--- src/rtl/fwd_pkg.sv ---
// fwd_pkg: shared select codes, result kinds and stage record for the hazard/forwarding controller
package fwd_pkg;

    localparam logic [2:0] SEL_RF    = 3'd0;
    localparam logic [2:0] SEL_WD    = 3'd1;
    localparam logic [2:0] SEL_AO_M  = 3'd2;
    localparam logic [2:0] SEL_LO_M  = 3'd3;
    localparam logic [2:0] SEL_HI_M  = 3'd4;
    localparam logic [2:0] SEL_PC8_M = 3'd5;
    localparam logic [2:0] SEL_PC8_E = 3'd6;

    localparam logic [2:0] KIND_ALU = 3'd0;
    localparam logic [2:0] KIND_HI  = 3'd1;
    localparam logic [2:0] KIND_LO  = 3'd2;
    localparam logic [2:0] KIND_PC8 = 3'd3;
    localparam logic [2:0] KIND_DM  = 3'd4;

    localparam logic [1:0] TUSE_NONE = 2'd3;

    // One in-flight instruction; md_div only matters when md_start is set.
    typedef struct packed {
        logic [4:0] rs;
        logic [4:0] rt;
        logic [4:0] dst;
        logic [1:0] tnew;
        logic [2:0] kind;
        logic       md_start;
        logic       md_div;
    } stage_t;

    // Select code for a ready result sitting in M.
    function automatic logic [2:0] m_sel(logic [2:0] kind);
        return kind == KIND_ALU ? SEL_AO_M :
               kind == KIND_HI  ? SEL_HI_M :
               kind == KIND_LO  ? SEL_LO_M :
               kind == KIND_PC8 ? SEL_PC8_M : SEL_RF;
    endfunction

    // Operand r is needed in tuse cycles but E or M produces it later than that.
    function automatic logic op_late(logic [4:0] r, logic [1:0] tuse, stage_t e, stage_t m);
        return r != 5'd0 && tuse != TUSE_NONE &&
               ((r == e.dst && e.tnew > tuse) || (r == m.dst && m.tnew > tuse));
    endfunction

endpackage

--- src/rtl/fwd_sel.sv ---
// fwd_sel: priority forwarding select for one operand
//   reg_i      operand register number
//   e_i/m_i/w_i stage records, youngest first (E ignored when USE_E = 0)
//   sel_o      forwarding mux select code
module fwd_sel
    import fwd_pkg::*;
#(
    parameter bit USE_E = 1'b1
) (
    input  logic [4:0] reg_i,
    input  stage_t     e_i,
    input  stage_t     m_i,
    input  stage_t     w_i,
    output logic [2:0] sel_o
);

    logic hit_e, hit_m, hit_w;
    logic unused_rec;

    assign hit_e = USE_E && reg_i == e_i.dst;
    assign hit_m = reg_i == m_i.dst;
    assign hit_w = reg_i == w_i.dst;
    assign unused_rec = ^{e_i, m_i, w_i};

    // The youngest matching stage wins; if its result is not ready yet the
    // select falls back to the register value and the stall logic holds D.
    // Every result exists by W, so a W match always forwards WD.
    always_comb
        sel_o = reg_i == 5'd0 ? SEL_RF :
                hit_e ? (e_i.tnew == 2'd0 && e_i.kind == KIND_PC8 ? SEL_PC8_E : SEL_RF) :
                hit_m ? (m_i.tnew == 2'd0 ? m_sel(m_i.kind) : SEL_RF) :
                hit_w ? SEL_WD : SEL_RF;

endmodule

--- src/rtl/fwd_hazard_ctrl.sv ---
// fwd_hazard_ctrl: stall and forwarding-select control for the 5-stage pipeline
//   clk, reset                      clock, synchronous active-high reset
//   rs_D, rt_D, tuse_rs_D, tuse_rt_D operands of the D instruction and when they are consumed
//   dst_D, tnew_D, kind_D           result register, latency from E entry and source kind
//   md_start_D, md_is_div_D, md_use_D mult/div start, divide flag, HI/LO access
//   stall                           freeze F/D and bubble E
//   f_rs_d, f_rt_d, f_rs_e, f_rt_e  D- and E-stage forwarding selects
//   f_rt_m                          M-stage store-data select (1 = WD)
//   md_busy                         mult/div unit busy
module fwd_hazard_ctrl
    import fwd_pkg::*;
#(
    parameter int MULT_CYCLES = 5,
    parameter int DIV_CYCLES  = 10,
    parameter int CNT_W       = 4
) (
    input  logic       clk,
    input  logic       reset,
    input  logic [4:0] rs_D,
    input  logic [4:0] rt_D,
    input  logic [1:0] tuse_rs_D,
    input  logic [1:0] tuse_rt_D,
    input  logic [4:0] dst_D,
    input  logic [1:0] tnew_D,
    input  logic [2:0] kind_D,
    input  logic       md_start_D,
    input  logic       md_is_div_D,
    input  logic       md_use_D,
    output logic       stall,
    output logic [2:0] f_rs_d,
    output logic [2:0] f_rt_d,
    output logic [2:0] f_rs_e,
    output logic [2:0] f_rt_e,
    output logic       f_rt_m,
    output logic       md_busy
);

    stage_t e_q, m_q, w_q, e_d, m_d;
    logic [CNT_W-1:0] cnt_q, cnt_d;
    logic stall_rs, stall_rt, stall_md;

    assign stall_rs = op_late(rs_D, tuse_rs_D, e_q, m_q);
    assign stall_rt = op_late(rt_D, tuse_rt_D, e_q, m_q);
    // A mult/div still in E has not loaded the counter yet but already owns HI/LO.
    assign stall_md = md_use_D & (md_busy | e_q.md_start);
    assign stall    = stall_rs | stall_rt | stall_md;

    assign md_busy = cnt_q != '0;
    assign f_rt_m  = m_q.rt != 5'd0 && m_q.rt == w_q.dst;

    always_comb begin
        e_d = stall ? '0 : stage_t'{rs: rs_D, rt: rt_D, dst: dst_D, tnew: tnew_D,
                                    kind: kind_D, md_start: md_start_D,
                                    md_div: md_start_D & md_is_div_D};
        m_d = e_q;
        m_d.tnew = e_q.tnew == 2'd0 ? 2'd0 : e_q.tnew - 2'd1;
        cnt_d = e_q.md_start ? (e_q.md_div ? CNT_W'(DIV_CYCLES) : CNT_W'(MULT_CYCLES)) :
                md_busy ? cnt_q - CNT_W'(1) : cnt_q;
    end

    always_ff @(posedge clk) begin
        if (reset) begin
            e_q   <= '0;
            m_q   <= '0;
            w_q   <= '0;
            cnt_q <= '0;
        end else begin
            e_q   <= e_d;
            m_q   <= m_d;
            w_q   <= m_q;
            cnt_q <= cnt_d;
        end
    end

    fwd_sel #(.USE_E(1'b1)) u_rs_d (.reg_i(rs_D),   .e_i(e_q), .m_i(m_q), .w_i(w_q), .sel_o(f_rs_d));
    fwd_sel #(.USE_E(1'b1)) u_rt_d (.reg_i(rt_D),   .e_i(e_q), .m_i(m_q), .w_i(w_q), .sel_o(f_rt_d));
    fwd_sel #(.USE_E(1'b0)) u_rs_e (.reg_i(e_q.rs), .e_i(e_q), .m_i(m_q), .w_i(w_q), .sel_o(f_rs_e));
    fwd_sel #(.USE_E(1'b0)) u_rt_e (.reg_i(e_q.rt), .e_i(e_q), .m_i(m_q), .w_i(w_q), .sel_o(f_rt_e));

endmodule

--- config.mk ---
export PLATFORM = sky130hd
export DESIGN_NAME = fwd_hazard_ctrl
export DESIGN_NICKNAME = d
export VERILOG_FILES = /design/src/rtl/fwd_pkg.sv /design/src/rtl/fwd_sel.sv /design/src/rtl/fwd_hazard_ctrl.sv
export SDC_FILE = /design/constraint.sdc
export NUM_CORES = 1
export LEC_CHECK = 0
export ABC_AREA = 1
export BUFFER_PORTS_ARGS = -buffer_cell sky130_fd_sc_hd__clkbuf_2
export CORE_MARGIN = 3
export CORE_UTILIZATION = 45
export CTS_CLUSTER_SIZE = 10
export DETAILED_ROUTE_END_ITERATION = 8
export PLACE_DENSITY = 0.74
export SYNTH_ARGS = -nofsm -noshare
export SYNTH_HDL_FRONTEND = slang
export SYNTH_SLANG_ARGS = --single-unit
--- constraint.sdc ---
create_clock -name clk -period 1.7 [get_ports clk]
set_clock_uncertainty 0.15 [all_clocks]
set_input_delay 0.255 -clock clk [delete_from_list [all_inputs] [get_ports clk]]
set_output_delay 0.255 -clock clk [all_outputs]
set_load 0.01 [all_outputs]
==> reports/qor.yml, run 1 <==
run_status:
  outcome: "complete, but fails checks"
  violations: "negative setup slack"
sta:
  hold_viol_final: 0
  setup_violations: 36
  min_period_over_period: 1.20
  worst_slack_ns: -0.347
  rsz0062_at_grt: "yes"
  drv_slew: 0
  maxSlewHeadroom: 0.827
  finalCriticalPeriod_ns: 2.05
  max_freq_ghz: 0.489
  worst_slew_pin_slew_ns: 0.257
  fin_setup_tns_ns: -8.54
drt:
  wire_per_inst_um: 14.5
  ant_nets: 0
  dr.pass1.iters: 4
  drtIter0Drc: 162
  totalWireLength_mm: 8.33
  drc_errors: 0
  vias: 2882
  viasPerCell: 5.00
floorplanning:
  row_count: 27
  initial_core_util: 0.474
  die_area_sq_um: 6910
  num_io_pins: 44
  die_w_um: 83.1
  core_area_sq_um: 5640
  die_h_um: 83.1
placement:
  place.gp.congestion: 0.887
  pre_cts_ws_ns: -0.217
  io_buffers: 43
  dpl.hpwl_mm: 5.25
  placed_cells: 549
clocking:
  clk_pin_slew_ns: 0.10
  htreeDepth: 2
  cts_root_buf: "clkbuf_8"
  tritoncts: "done"
  cts-buffers-inserted: 5
  clock_path_buffers: 2
  clk_latency_ns: 0.32
  clock-sinks: 46
logic_synthesis:
  yosysMostFrequentCell: "inv_1"
  syn_area_sq_um: 2680
  synth-async-reset-ratio: 0
  synth_top_area_share: 0.344
  yosys_most_used_dff: "dfxtp_1"
  synth.ff_latch_count: 46
  synth.distinct_cells: 28
  synth_cells: 399
  seq_area_frac_synth: 0.344
  synth_common_cells: "81 x inv_1, 74 x nand2_1, 66 x nor2_1, 46 x dfxtp_1, 16 x xnor2_1"
  synth_nets: 439
  synth.area.top_cells: "dfxtp_1 34%, inv_1 11%, nand2_1 10%"
  syn-mean-instance-area_sq_um: 6.70
  ys_warn_count: 0
  synth_edf_count: 0
  yosys.area.top_type: "dfxtp_1"
final_layout:
  stdcell_count: 576
  multi_input_area_sq_um: 1890
  fillers: 383
  ff_latch_area_sq_um: 972
  drive_gt1_frac: 0.444
  nets: 543
  fin_util: 0.742
  antenna_cells: 0
  area_growth_pct: 56.5
worst_setup_path:
  critPathLaunchType: "register"
  arrival_ns: 1.64
  crit_chain: "buf_6, xor2_1, a21oi_1, nand3_2, buf_4, nor3_2, buf_2"
  crit_fanout: 5
  endpoint_kind: "output pin"
  max_stage_delay_ns: 0.38
  reg2regPathDepth: 12
  cpLargestDelayFamily: "buffers and inverters"
  cp.required_ns: 1.29
  path_depth: 7
  crit_type: "reg -> out"
  critPathSlowestCell: "dfxtp_4"
  critPathBufInv: 3
worst_hold_path:
  min_path_cells: 3
  min_path_type: "in -> reg"
global_routing:
  grt_pass1_vias: 2744
  gr-total-overflow: 0
  grt_use_total: 0.225
  antenna_found_initial: 0
  grt_pass1_wl_mm: 12.6
  grt_max_degree: 21
power:
  p_leak_nw: 2.04
  p_per_area_nw_per_um2: 919
  irDropWorstVdd_mv: 0.683
  power_mw: 3.84
flow_run:
  drv_cap: 0
[worst paths after layout]
path,startpoint,end,slack [ns]
max reg2reg,m_q[5]$_SDFF_PP0_,e_q[4]$_SDFF_PP0_,-0.23
min,tnew_D[1],e_q[6]$_SDFF_PP0_,0.004
min reg2reg,e_q[5]$_SDFF_PP0_,m_q[5]$_SDFF_PP0_,0.29
max,m_q[9]$_SDFF_PP0_,f_rt_e[2],-0.35
[routing by layer]
| layer | vias up | GRT usage | wire length (um) |
|---|---|---|---|
| li1 | 1437 | - | - |
| met1 | 1348 | 0.260 | 3290 |
| met2 | 82 | 0.404 | 4460 |
| met3 | 15 | 0.0446 | 416 |
| met4 | 0 | 0.0906 | 161 |
| met5 | - | 0 | 0 |
[per-stage QoR]
stage	area (sq um)	hold WS (ns)
finish	4190	0.00403
global route	4190	0.0256
CTS	3810	0.0140
detailed placement	3270	0.262
global placement	3270	0.255
floorplan	2680	0.217
[cell usage in the layout, fill, tap and decap left out, types with 4 or more instances in the layout]
cell type / Yosys / layout
xnor2_1: 16 / 11
buf_2: 1 / 11
clkbuf_2: 0 / 31
nand4_1: 12 / 12
a21oi_2: 0 / 6
inv_4: 0 / 4
a21oi_1: 12 / 5
o21ai_1: 0 / 6
nor3_1: 12 / 6
dfxtp_4: 0 / 11
dfxtp_1: 46 / 27
ha_4: 0 / 9
buf_4: 1 / 43
nor3_2: 0 / 6
inv_2: 2 / 9
dlygate4sd3_1: 0 / 9
nand2_1: 74 / 64
nor2_4: 0 / 17
dfxtp_2: 0 / 8
nand3_2: 0 / 8
nand2_2: 2 / 12
buf_6: 3 / 9
xor2_1: 11 / 9
inv_1: 81 / 70
o22ai_1: 7 / 7
clkbuf_8: 0 / 6
nor2_1: 66 / 40
nor2_2: 4 / 13
nand3_1: 12 / 4
[layout make-up]
class / instances / share of cell area
well taps: 72 / 0.0215
inverters: 83 / 0.0768
clock inverters: 1 / 0.00120
multi-input cells: 260 / 0.452
flip-flops and latches: 46 / 0.232
repair buffers: 107 / 0.196
clock buffers: 7 / 0.0206
[repair_timing]
action                                  CTS  global route
pin swaps                                24            34
endpoints found under the setup margin   36            36
setup buffers                             4             3
resized for setup                        82           100
endpoints found under the hold margin     9             0
hold buffers                              9             0
cloned                                    3             0
[power by group]
part           leakage [nW]  internal [mW]  switching [mW]
Sequential            0.389           1.23           0.150
Combinational          1.60          0.811           0.931
Clock                0.0482          0.329           0.389
[registers in the layout, summed over array words and instances (netlist names)]
| register | count |
|---|---|
| e_q | 22 |
| m_q | 15 |
| w_q | 5 |
| cnt_q | 4 |
[logic make-up after synthesis]
logic type               share of synthesized area
XOR/XNOR                                    0.0884
adder cells (fa/ha/maj)                     0.0514
buffers and inverters                        0.141
AO/OA/AOI/OAI                               0.0688
AND/OR/NAND/NOR                              0.306
flip-flops                                   0.344
[tightest hold or removal path, stage by stage]
cell	delay (ns)
clkbuf_2	0.08
inv_1	0.08
nor2_4	0.04
Power figures use the tool's default switching activity.
==> inputs of run 2 (changes only) <==
--- a/config.mk
+++ b/config.mk
@@ -12,6 +12,7 @@
 export CTS_CLUSTER_SIZE = 10
 export DETAILED_ROUTE_END_ITERATION = 8
 export PLACE_DENSITY = 0.74
+export SKIP_LAST_GASP = 1
 export SYNTH_ARGS = -nofsm -noshare
 export SYNTH_HDL_FRONTEND = slang
 export SYNTH_SLANG_ARGS = --single-unit
==> reports/qor.yml, run 2 (same netlist as run 1, synthesis figures left out) <==
flow_run:
  drv_cap: 0  # unchanged
global_routing:
  grt_pass1_vias: 2725  # was 2744
  gr-total-overflow: 0  # unchanged
  antenna_found_initial: 0  # unchanged
  grt_pass1_wl_mm: 12.5  # was 12.6 mm
  grt_use_total: 0.225  # about the same
  grt_max_degree: 21  # unchanged
worst_hold_path:
  min_path_type: "in -> reg"  # unchanged
sta:
  maxSlewHeadroom: 0.826  # was 0.827
  drv_slew: 0  # unchanged
  fin_setup_tns_ns: -9.37  # was -8.54 ns
  rsz0062_at_grt: "yes"  # unchanged
  min_period_over_period: 1.22  # was 1.20
  finalCriticalPeriod_ns: 2.08  # was 2.05 ns
  max_freq_ghz: 0.481  # was 0.489 GHz
  setup_violations: 36  # unchanged
  worst_slack_ns: -0.378  # was -0.347 ns
  hold_slack_ns: 0.00979  # was 0.00403 ns
  worst_slew_pin_slew_ns: 0.260  # was 0.257 ns
  hold_viol_final: 0  # unchanged
clocking:
  htreeDepth: 2  # unchanged
  cts-buffers-inserted: 5  # unchanged
  clk_pin_slew_ns: 0.09  # was 0.10 ns
  cts_root_buf: "clkbuf_8"  # unchanged
  clock-sinks: 46  # unchanged
  tritoncts: "done"  # unchanged
  clk_latency_ns: 0.31  # was 0.32 ns
  clock_path_buffers: 2  # unchanged
worst_setup_path:
  cp.required_ns: 1.29  # about the same
  arrival_ns: 1.67  # was 1.64 ns
  crit_type: "reg -> out"  # unchanged
  endpoint_kind: "output pin"  # unchanged
  crit_fanout: 2  # was 5
  critPathLaunchType: "register"  # unchanged
final_layout:
  regMostFlops: "e_q"  # unchanged
  antenna_cells: 0  # unchanged
  fin_util: 0.732  # was 0.742
  drive_gt1_frac: 0.423  # was 0.444
  largest_registers: "e_q x22, m_q x15, w_q x5"  # unchanged
  nets: 543  # unchanged
  fillers: 392  # was 383
  layout_common_cells: "71 x nand2_1, 71 x inv_1, 44 x buf_4"  # was 70 x inv_1, 64 x nand2_1, 43 x buf_4
  area_growth_pct: 54.4  # was 56.5%
  finalInstanceArea_sq_um: 4130  # was 4190 sq um
  largest_reg_flops: 22  # unchanged
power:
  intPower_mw: 2.36  # was 2.37 mW
  combPwrFrac: 0.452  # was 0.453
  swShare: 0.382  # about the same
  irDropWorstVdd_mv: 0.792  # was 0.683 mV
  p_per_area_nw_per_um2: 924  # was 919 nW/um^2
  p_leak_nw: 2.03  # was 2.04 nW
  p_switching_mw: 1.46  # was 1.47 mW
  clkPwrFrac: 0.186  # was 0.187
  pwr-share-seq: 0.363  # was 0.360
floorplanning:
  row_count: 27  # unchanged
  core_area_sq_um: 5640  # unchanged
  die_area_sq_um: 6910  # unchanged
  die_h_um: 83.1  # unchanged
  die_w_um: 83.1  # unchanged
  initial_core_util: 0.474  # unchanged
  num_io_pins: 44  # unchanged
run_status:
  violations: "negative setup slack"  # unchanged
  outcome: "complete, but fails checks"  # unchanged
placement:
  dpl.hpwl_mm: 5.25  # unchanged
  pre_cts_ws_ns: -0.217  # unchanged
  place.gp.congestion: 0.887  # unchanged
  place_area_sq_um: 3270  # unchanged
  io_buffers: 43  # unchanged
drt:
  wire_per_inst_um: 14.5  # about the same
  vias: 2889  # was 2882
  viasPerCell: 5.02  # was 5.00
  drc_errors: 0  # unchanged
  dr.pass1.iters: 4  # unchanged
  ant_nets: 0  # unchanged
  drtIter0Drc: 149  # was 162
  totalWireLength_mm: 8.37  # was 8.33 mm
-- run 2: cell count changes in the layout (fill, tap and decap cells not counted), sizes merged --
cell,previous run,this run
clkbuf,41,44
buf,64,61
-- run 2: through the flow --
step                power [mW]  instances
floorplan                 2.17        399
global placement          2.58        549
detailed placement        2.62        549
CTS                       3.57        573
global route              4.07        576
finish                    3.82        576
-- run 2: path summary, 6_finish.rpt --
path | startpoint | endpoint | slack [ns] | cells past startpoint
worst min register to register | e_q[4]$_SDFF_PP0_ | m_q[4]$_SDFF_PP0_ | 0.28 | 2
worst max register to register | m_q[5]$_SDFF_PP0_ | e_q[8]$_SDFF_PP0_ | -0.26 | 12
worst max-delay path | m_q[5]$_SDFF_PP0_ | stall | -0.38 | 10
worst min-delay path | tnew_D[1] | e_q[6]$_SDFF_PP0_ | 0.01 | 3
-- run 2: what timing repair did --
item                                    4_1_cts  5_1_grt
buffers inserted                              4        3
cloned                                        3        0
resized for setup                            77       86
endpoints found under the hold margin         9        0
endpoints found under the setup margin       36       36
pin swaps                                    23       29
hold buffers                                  9        0
-- run 2: cell type report --
cell class | instances | area, sq um | area share
clock buffers | 7 | 86.3 | 0.0209
flip-flops and latches | 46 | 963 | 0.233
inverters | 83 | 319 | 0.0772
clock inverters | 1 | 5.00 | 0.00121
repair buffers | 107 | 816 | 0.197
multi-input cells | 260 | 1850 | 0.448
well taps | 72 | 90.1 | 0.0218
-- run 2: power by group through the flow --
stage	clock network (mW)	logic (mW)	registers [mW]
2_1_floorplan	0	0.828	1.34
3_3_place_gp	0	1.20	1.38
3_5_place_dp	0	1.24	1.38
4_1_cts	0.712	1.50	1.37
5_1_grt	0.761	1.91	1.40
6_report	0.709	1.73	1.39
-- run 2: critical path, stage by stage (launching register included) --
cell     delay [ns]
dfxtp_2        0.34
inv_2          0.10
ha_4           0.20
nand2_1        0.06
inv_1          0.04
nor2_1         0.16
nand4_1        0.11
nand2_1        0.09
nand2_2        0.06
nand3_2        0.09
buf_6          0.11
-- run 2: routing by layer --
layer,vias up,track usage,wire [um],part of all wire
li1,1434,-,-,-
met1,1335,0.263,3270,0.39
met2,96,0.405,4410,0.53
met3,24,0.0407,413,0.049
met4,0,0.0832,274,0.033
met5,-,0,0,0
